--- src/rtl/icache_refill_ctrl_pkg.sv ---
// Shared definitions for the instruction-cache refill controller.
// Provides the controller state encoding, derived address-field widths
// and the size of the backing instruction memory.
package icache_refill_ctrl_pkg;

  // Word address width seen by fetch and by the instruction memory.
  localparam int unsigned ADDR_W = 30;

  // Number of words implemented in the instruction memory; addresses at
  // or above this read as zero and are still cached normally.
  localparam int unsigned INST_MEM_WORDS = 4096;

  typedef enum logic [0:0] {
    ST_IDLE   = 1'b0,
    ST_REFILL = 1'b1
  } state_t;

  // Word-offset field width inside a line.
  function automatic int unsigned off_w(input int unsigned line_words);
    return $clog2(line_words);
  endfunction

  // Set-index field width.
  function automatic int unsigned idx_w(input int unsigned sets);
    return $clog2(sets);
  endfunction

  // Tag field width: whatever is left of the word address.
  function automatic int unsigned tag_w(input int unsigned line_words,
                                        input int unsigned sets);
    return ADDR_W - off_w(line_words) - idx_w(sets);
  endfunction

endpackage

--- src/rtl/icache_line_store.sv ---
// Instruction-cache data array: SETS lines of LINE_WORDS 32-bit words.
// Ports:
//   clk, rst          clock and synchronous active-high reset (read register only)
//   wr_en/idx/off/data one write port used by the refill sequencer
//   rd_en/idx/off     read request; rd_data is registered and holds when rd_en=0
module icache_line_store
  import icache_refill_ctrl_pkg::*;
#(
  parameter  int unsigned LINE_WORDS = 4,
  parameter  int unsigned SETS       = 16,
  localparam int unsigned OFF_W      = off_w(LINE_WORDS),
  localparam int unsigned IDX_W      = idx_w(SETS)
) (
  input  logic             clk,
  input  logic             rst,
  input  logic             wr_en,
  input  logic [IDX_W-1:0] wr_idx,
  input  logic [OFF_W-1:0] wr_off,
  input  logic [31:0]      wr_data,
  input  logic             rd_en,
  input  logic [IDX_W-1:0] rd_idx,
  input  logic [OFF_W-1:0] rd_off,
  output logic [31:0]      rd_data
);

  logic [31:0] data_r [SETS][LINE_WORDS];
  logic [31:0] rd_data_r;

  // Line storage write port; contents need no reset since valid bits guard them.
  always_ff @(posedge clk) begin
    if (wr_en) begin
      data_r[wr_idx][wr_off] <= wr_data;
    end
  end

  // Registered read port; output holds its last value when no read is issued.
  always_ff @(posedge clk) begin
    if (rst) begin
      rd_data_r <= 32'h0000_0000;
    end else if (rd_en) begin
      rd_data_r <= data_r[rd_idx][rd_off];
    end
  end

  assign rd_data = rd_data_r;

endmodule

--- src/rtl/icache_refill_ctrl.sv ---
// Direct-mapped instruction cache controller between RV32I fetch and a
// word-addressed instruction memory with 1-cycle synchronous read.
// Ports:
//   clk, rst              clock, synchronous active-high reset
//   fetch_en, fetch_addr  fetch request (word address)
//   fetch_data            instruction of the previous cycle's accepted hit
//   fetch_stall           core must hold its request
//   flush                 one-cycle pulse invalidating every line
//   mem_addr, mem_data    instruction memory read port
//   hit_cnt, miss_cnt     wrapping performance counters
module icache_refill_ctrl
  import icache_refill_ctrl_pkg::*;
#(
  parameter int unsigned LINE_WORDS = 4,
  parameter int unsigned SETS       = 16
) (
  input  logic        clk,
  input  logic        rst,
  input  logic        fetch_en,
  input  logic [29:0] fetch_addr,
  output logic [31:0] fetch_data,
  output logic        fetch_stall,
  input  logic        flush,
  output logic [29:0] mem_addr,
  input  logic [31:0] mem_data,
  output logic [31:0] hit_cnt,
  output logic [31:0] miss_cnt
);

  localparam int unsigned OFF_W = off_w(LINE_WORDS);
  localparam int unsigned IDX_W = idx_w(SETS);
  localparam int unsigned TAG_W = tag_w(LINE_WORDS, SETS);
  localparam int unsigned CNT_W = OFF_W + 1;

  state_t             state_r;
  logic [SETS-1:0]    valid_r;
  logic [TAG_W-1:0]   tag_r [SETS];
  logic [ADDR_W-1:0]  base_r;
  logic [CNT_W-1:0]   req_cnt_r;
  logic [OFF_W-1:0]   rsp_cnt_r;
  logic               rsp_active_r;
  logic               flush_pend_r;
  logic [ADDR_W-1:0]  mem_addr_r;
  logic [31:0]        hit_cnt_r;
  logic [31:0]        miss_cnt_r;

  logic [OFF_W-1:0]   off_s;
  logic [IDX_W-1:0]   idx_s;
  logic [TAG_W-1:0]   tag_s;
  logic               hit_s;
  logic               miss_s;
  logic [ADDR_W-1:0]  line_base_s;
  logic [IDX_W-1:0]   refill_idx_s;
  logic               line_we_s;
  logic               last_s;

  assign off_s        = fetch_addr[OFF_W-1:0];
  assign idx_s        = fetch_addr[OFF_W +: IDX_W];
  assign tag_s        = fetch_addr[ADDR_W-1 -: TAG_W];
  assign hit_s        = (state_r == ST_IDLE) & fetch_en & valid_r[idx_s] & (tag_r[idx_s] == tag_s);
  assign miss_s       = (state_r == ST_IDLE) & fetch_en & ~hit_s;
  assign fetch_stall  = (state_r != ST_IDLE) | (fetch_en & ~hit_s);
  assign line_base_s  = {fetch_addr[ADDR_W-1:OFF_W], {OFF_W{1'b0}}};
  assign refill_idx_s = base_r[OFF_W +: IDX_W];
  // Responses trail requests by one cycle, so writes start on the second REFILL cycle.
  assign line_we_s    = (state_r == ST_REFILL) & rsp_active_r;
  assign last_s       = line_we_s & (rsp_cnt_r == OFF_W'(LINE_WORDS - 1));

  // Controller FSM, refill sequencing, valid bits and performance counters.
  always_ff @(posedge clk) begin
    if (rst) begin
      state_r      <= ST_IDLE;
      valid_r      <= '0;
      base_r       <= '0;
      req_cnt_r    <= '0;
      rsp_cnt_r    <= '0;
      rsp_active_r <= 1'b0;
      flush_pend_r <= 1'b0;
      mem_addr_r   <= '0;
      hit_cnt_r    <= 32'd0;
      miss_cnt_r   <= 32'd0;
    end else begin
      if (hit_s) begin
        hit_cnt_r <= hit_cnt_r + 32'd1;
      end
      case (state_r)
        ST_IDLE: begin
          if (flush) begin
            valid_r <= '0;
          end
          if (miss_s) begin
            base_r       <= line_base_s;
            // mem_addr is registered, so word 0 is issued at the miss edge
            // and is on the bus during the first REFILL cycle.
            mem_addr_r   <= line_base_s;
            req_cnt_r    <= CNT_W'(1);
            rsp_cnt_r    <= '0;
            rsp_active_r <= 1'b0;
            miss_cnt_r   <= miss_cnt_r + 32'd1;
            state_r      <= ST_REFILL;
          end
        end
        ST_REFILL: begin
          if (flush) begin
            flush_pend_r <= 1'b1;
          end
          if (req_cnt_r < CNT_W'(LINE_WORDS)) begin
            mem_addr_r <= base_r + ADDR_W'(req_cnt_r);
            req_cnt_r  <= req_cnt_r + CNT_W'(1);
          end
          rsp_active_r <= 1'b1;
          if (line_we_s) begin
            rsp_cnt_r <= rsp_cnt_r + OFF_W'(1);
            if (last_s) begin
              // A flush seen at any point of the refill, including its last
              // cycle, leaves the freshly filled line invalid.
              valid_r[refill_idx_s] <= ~(flush_pend_r | flush);
              flush_pend_r          <= 1'b0;
              state_r               <= ST_IDLE;
            end
          end
        end
        default: begin
          state_r <= ST_IDLE;
        end
      endcase
    end
  end

  // Tag capture at refill completion; the old tag of the set is overwritten.
  always_ff @(posedge clk) begin
    if (!rst && last_s) begin
      tag_r[refill_idx_s] <= base_r[ADDR_W-1 -: TAG_W];
    end
  end

  icache_line_store #(
    .LINE_WORDS (LINE_WORDS),
    .SETS       (SETS)
  ) u_line_store (
    .clk     (clk),
    .rst     (rst),
    .wr_en   (line_we_s),
    .wr_idx  (refill_idx_s),
    .wr_off  (rsp_cnt_r),
    .wr_data (mem_data),
    .rd_en   (hit_s),
    .rd_idx  (idx_s),
    .rd_off  (off_s),
    .rd_data (fetch_data)
  );

  assign mem_addr = mem_addr_r;
  assign hit_cnt  = hit_cnt_r;
  assign miss_cnt = miss_cnt_r;

endmodule

--- config.mk ---
export PLATFORM = sky130hd
export DESIGN_NAME = icache_refill_ctrl
export DESIGN_NICKNAME = d
export VERILOG_FILES = /design/src/rtl/icache_refill_ctrl_pkg.sv /design/src/rtl/icache_line_store.sv /design/src/rtl/icache_refill_ctrl.sv
export SDC_FILE = /design/constraint.sdc
export NUM_CORES = 2
export LEC_CHECK = 0
export CORE_UTILIZATION = 56
export DETAILED_ROUTE_END_ITERATION = 10
export PLACE_DENSITY_LB_ADDON = 0.08
export SYNTH_ARGS = -nofsm -noshare
export SYNTH_HDL_FRONTEND = slang
export SYNTH_SLANG_ARGS = --single-unit
--- constraint.sdc ---
create_clock -name clk -period 5.96 [get_ports clk]
set_clock_uncertainty 0.15 [all_clocks]
set_input_delay 1.788 -clock clk [delete_from_list [all_inputs] [get_ports clk]]
set_output_delay 1.788 -clock clk [all_outputs]
set_load 0.05 [all_outputs]
==> results_dict.tcl <==
set metrics [dict create \
    status "finished, violations left" \
    violations "negative setup slack" \
    slowest_stage "mux4_2" \
    initial_core_util_pct 56.7 \
    via_per_inst 6.52 \
    hold_path_class "reg2reg" \
    drtAntennaViolNets 0 \
    drv_cap 0 \
    area_growth_pct 14.7 \
    final_util_pct 65.0 \
    place_area_sq_um 108000 \
    yosys_warnings 0 \
    wire_per_inst_um 32.7 \
    crit_fanout 7 \
    hold_viol_final 0 \
    netlist_instances 4764 \
    met1_length_um 102000 \
    ctsHoldBuffers 0 \
    synth_cell_type_count 66 \
    maxSlewViolCount 0 \
    drt_wl_total_um 254000 \
    vias 50600 \
    path_common_cell "buf_12" \
    path_clk_slew_ns 0.05 \
    path_class "in2out" \
    core_area_sq_um 179000 \
    synth-seq-area-share_pct 75.4 \
    pwr-share-comb_pct 5.0 \
    clock_latency_ns 0.93 \
    ys_top_cells_by_area "edfxtp_1 72%, mux4_2 17%, dfxtp_1 3.5%, mux2i_1 0.95%, nor2_1 0.81%" \
    rsz0062_at_grt "true" \
    drt_first_iter_violations 5729 \
    path_cells "buf_16, buf_8, buf_12, mux4_2, mux2i_1, xor2_1, nand4_1, a2111oi_4, nand3_4, a21o_4, buf_12" \
    cts_root_buf "clkbuf_16" \
    cts_tree "done" \
    switchingPower_uw 7890 \
    io_buffers 192 \
    track_usage_pct 28.0 \
    cp-end-kind "primary output" \
    synthFlopType "edfxtp_1" \
    start_kind "primary input" \
    hpwl_um 144000 \
    netlist_area_sq_um 102000 \
    cts.sinks 2610 \
    ys_ff_latch 2610 \
    async_flop_share_pct 0 \
    p_int_uw 30100 \
    ir_drop_uv 334 \
    clockBufferDepth 4 \
    switching_share_pct 20.7 \
    synth_nets 4839 \
    drc 0 \
    grt_max_degree 132 \
    reg2reg_to "u_line_store.data_r[6][32]" \
    timing.reg2reg.setup_slack_ns 2.00 \
    grt-ovfl-total 0 \
    die_w_um 428 \
    gp_congestion 0.833 \
    htreeDepth 5 \
    yosysTopAreaCell "edfxtp_1" \
    fmax_mhz 160 \
    synth_edf_count 2432 \
    clkPwrFrac_pct 42.1 \
    hold-path-cell-count 2 \
    fp.dieH_um 428 \
    grt_pass1_wl_um 365000 \
    seq_power_share_pct 52.9 \
    highest_layer "met5" \
    max_slew_margin_pct 14.5 \
    arrival_ns 4.31 \
    period_minus_slack_ns 6.25 \
    fin_area_sq_um 116000 \
    worstMarginPinSlew_ns 1.28 \
    drive_gt1_share_pct 28.9 \
    fin_crit_sh_pct 105 \
    met3_length_um 18200 \
    cp.required_ns 4.02 \
    yosysTopAreaCellShare_pct 71.9 \
    setup_viol 1 \
    numCtsBuffers 279 \
    ff2ff_path_depth 4 \
    die_area_sq_um 183000 \
    min_to "mem_addr[25]" \
    drtPass1Iterations 5 \
    p_leak_uw 0.0366 \
    hold_start "mem_addr[25]" \
    cpPeakStageDelay_ns 0.48 \
    nNetsFinal 5299 \
    ioPinCount 193 \
    setup_slack_ns -0.289 \
    antenna_found_initial 15 \
    avgSynthCellArea_sq_um 21.3 \
    row_count 155 \
    route.met2.wl_um 127000 \
    powerDensity_nw_per_um2 327 \
    r2r_start "state_r" \
    grt_pass1_vias 50500 \
]
==> worst max-delay path, delay by kind of cell <==
kind,cells,cell delay [ns]
AND/OR/NAND/NOR,2,0.34
AO/OA/AOI/OAI,2,0.71
buffers and inverters,4,0.54
multiplexers,2,0.66
XOR/XNOR,1,0.24
==> power by group through the flow <==
stage	Combinational, uW	Sequential (uW)	Clock [uW]
after floorplan	1040	20500	0
after global placement	1830	20500	0
after detailed placement	1850	20500	0
after CTS	1890	20100	16200
after global routing	1990	20100	16900
final	1890	20100	16000
==> worst max-delay path by stage <==
| stage | startpoint | to | slack [ns] | depth (start not counted) |
|---|---|---|---|---|
| floorplan | fetch_addr[3] | fetch_stall | -0.12 | 11 |
| global placement | fetch_addr[3] | fetch_stall | -0.70 | 12 |
| detailed placement | fetch_addr[3] | fetch_stall | -0.62 | 12 |
| CTS | fetch_addr[2] | fetch_stall | -0.29 | 11 |
| global route | fetch_addr[5] | fetch_stall | -0.39 | 12 |
| finish | fetch_addr[3] | fetch_stall | -0.29 | 11 |
==> per-stage QoR <==
| stage | power, uW | setup WS (ns) | instances | setup TNS (ns) | hold slack (ns) |
|---|---|---|---|---|---|
| floorplan | 21600 | -0.125 | 4764 | -0.125 | 0.305 |
| global placement | 22400 | -0.699 | 7282 | -3.11 | 0.300 |
| detailed placement | 22400 | -0.624 | 7282 | -2.60 | 0.301 |
| CTS | 38300 | -0.289 | 7758 | -0.289 | 0.316 |
| global route | 39000 | -0.388 | 7763 | -0.388 | 0.337 |
| finish | 38000 | -0.289 | 7769 | -0.289 | 0.315 |
==> registers in the layout, indices dropped and copies added, names as in the netlist <==
register	cells
tag_r	384
base_r	28
flush_pend_r	1
miss_cnt	32
rsp_cnt_r	2
u_line_store.data_r	2048
u_line_store.rd_data	32
valid_r	16
rsp_active_r	1
hit_cnt	32
req_cnt_r	3
state_r	1
mem_addr	30
==> cell usage in the layout (no fill, tap or decap), types with 70 or more instances in the layout <==
master	Yosys	final
edfxtp_1	2432	2432
mux4_2	746	746
clkbuf_16	0	287
buf_4	20	240
dfxtp_1	178	177
clkdlybuf4s50_1	0	150
nor2_1	218	138
nand2_1	103	103
mux2i_1	96	91
a21oi_1	88	87
nor2_4	0	80
o21ai_0	76	76
nand3_1	77	73
clkbuf_1	158	70
==> what timing repair did <==
action,4_1_cts,5_1_grt
pin swaps,16,5
setup buffers,9,2
gates cloned,4,1
setup endpoints to repair,1,1
gates resized for setup,40,4
==> layer usage <==
| metal | up-vias | GRT usage (%) |
|---|---|---|
| met5 | - | 0 |
| met4 | 2 | 7.97 |
| met3 | 405 | 4.40 |
| met2 | 2172 | 46.2 |
| met1 | 27200 | 39.2 |
| li1 | 20800 | - |
==> kinds of logic after synthesis <==
| group | synth area share [%] |
|---|---|
| AO/OA/AOI/OAI | 1.58 |
| XOR/XNOR | 0.595 |
| AND/OR/NAND/NOR | 2.93 |
| flip-flops | 75.4 |
| adder cells (fa/ha/maj) | 0.111 |
| multiplexers | 18.0 |
| buffers and inverters | 1.31 |
==> cell usage after synthesis (41+ instances only) <==
| library cell | n |
|---|---|
| edfxtp_1 | 2432 |
| mux4_2 | 746 |
| nor2_1 | 218 |
| dfxtp_1 | 178 |
| clkbuf_1 | 158 |
| nand2_1 | 103 |
| mux2i_1 | 96 |
| a21oi_1 | 88 |
| buf_2 | 79 |
| nand3_1 | 77 |
| o21ai_0 | 76 |
| nand4_1 | 55 |
| mux2_2 | 43 |
| xnor2_1 | 41 |
==> layout make-up <==
type                       count  area [sq um]
tap                         2355          2950
fill                       11900         62800
inverter                      24          97.6
clock inverter               104           793
sequential                  2610         76600
timing repair buffer         458          4140
multi-input combinational   1851         24400
clock buffer                 359          7460
antenna                        8          20.0
No activity file was read; power rests on OpenSTA's default activity.
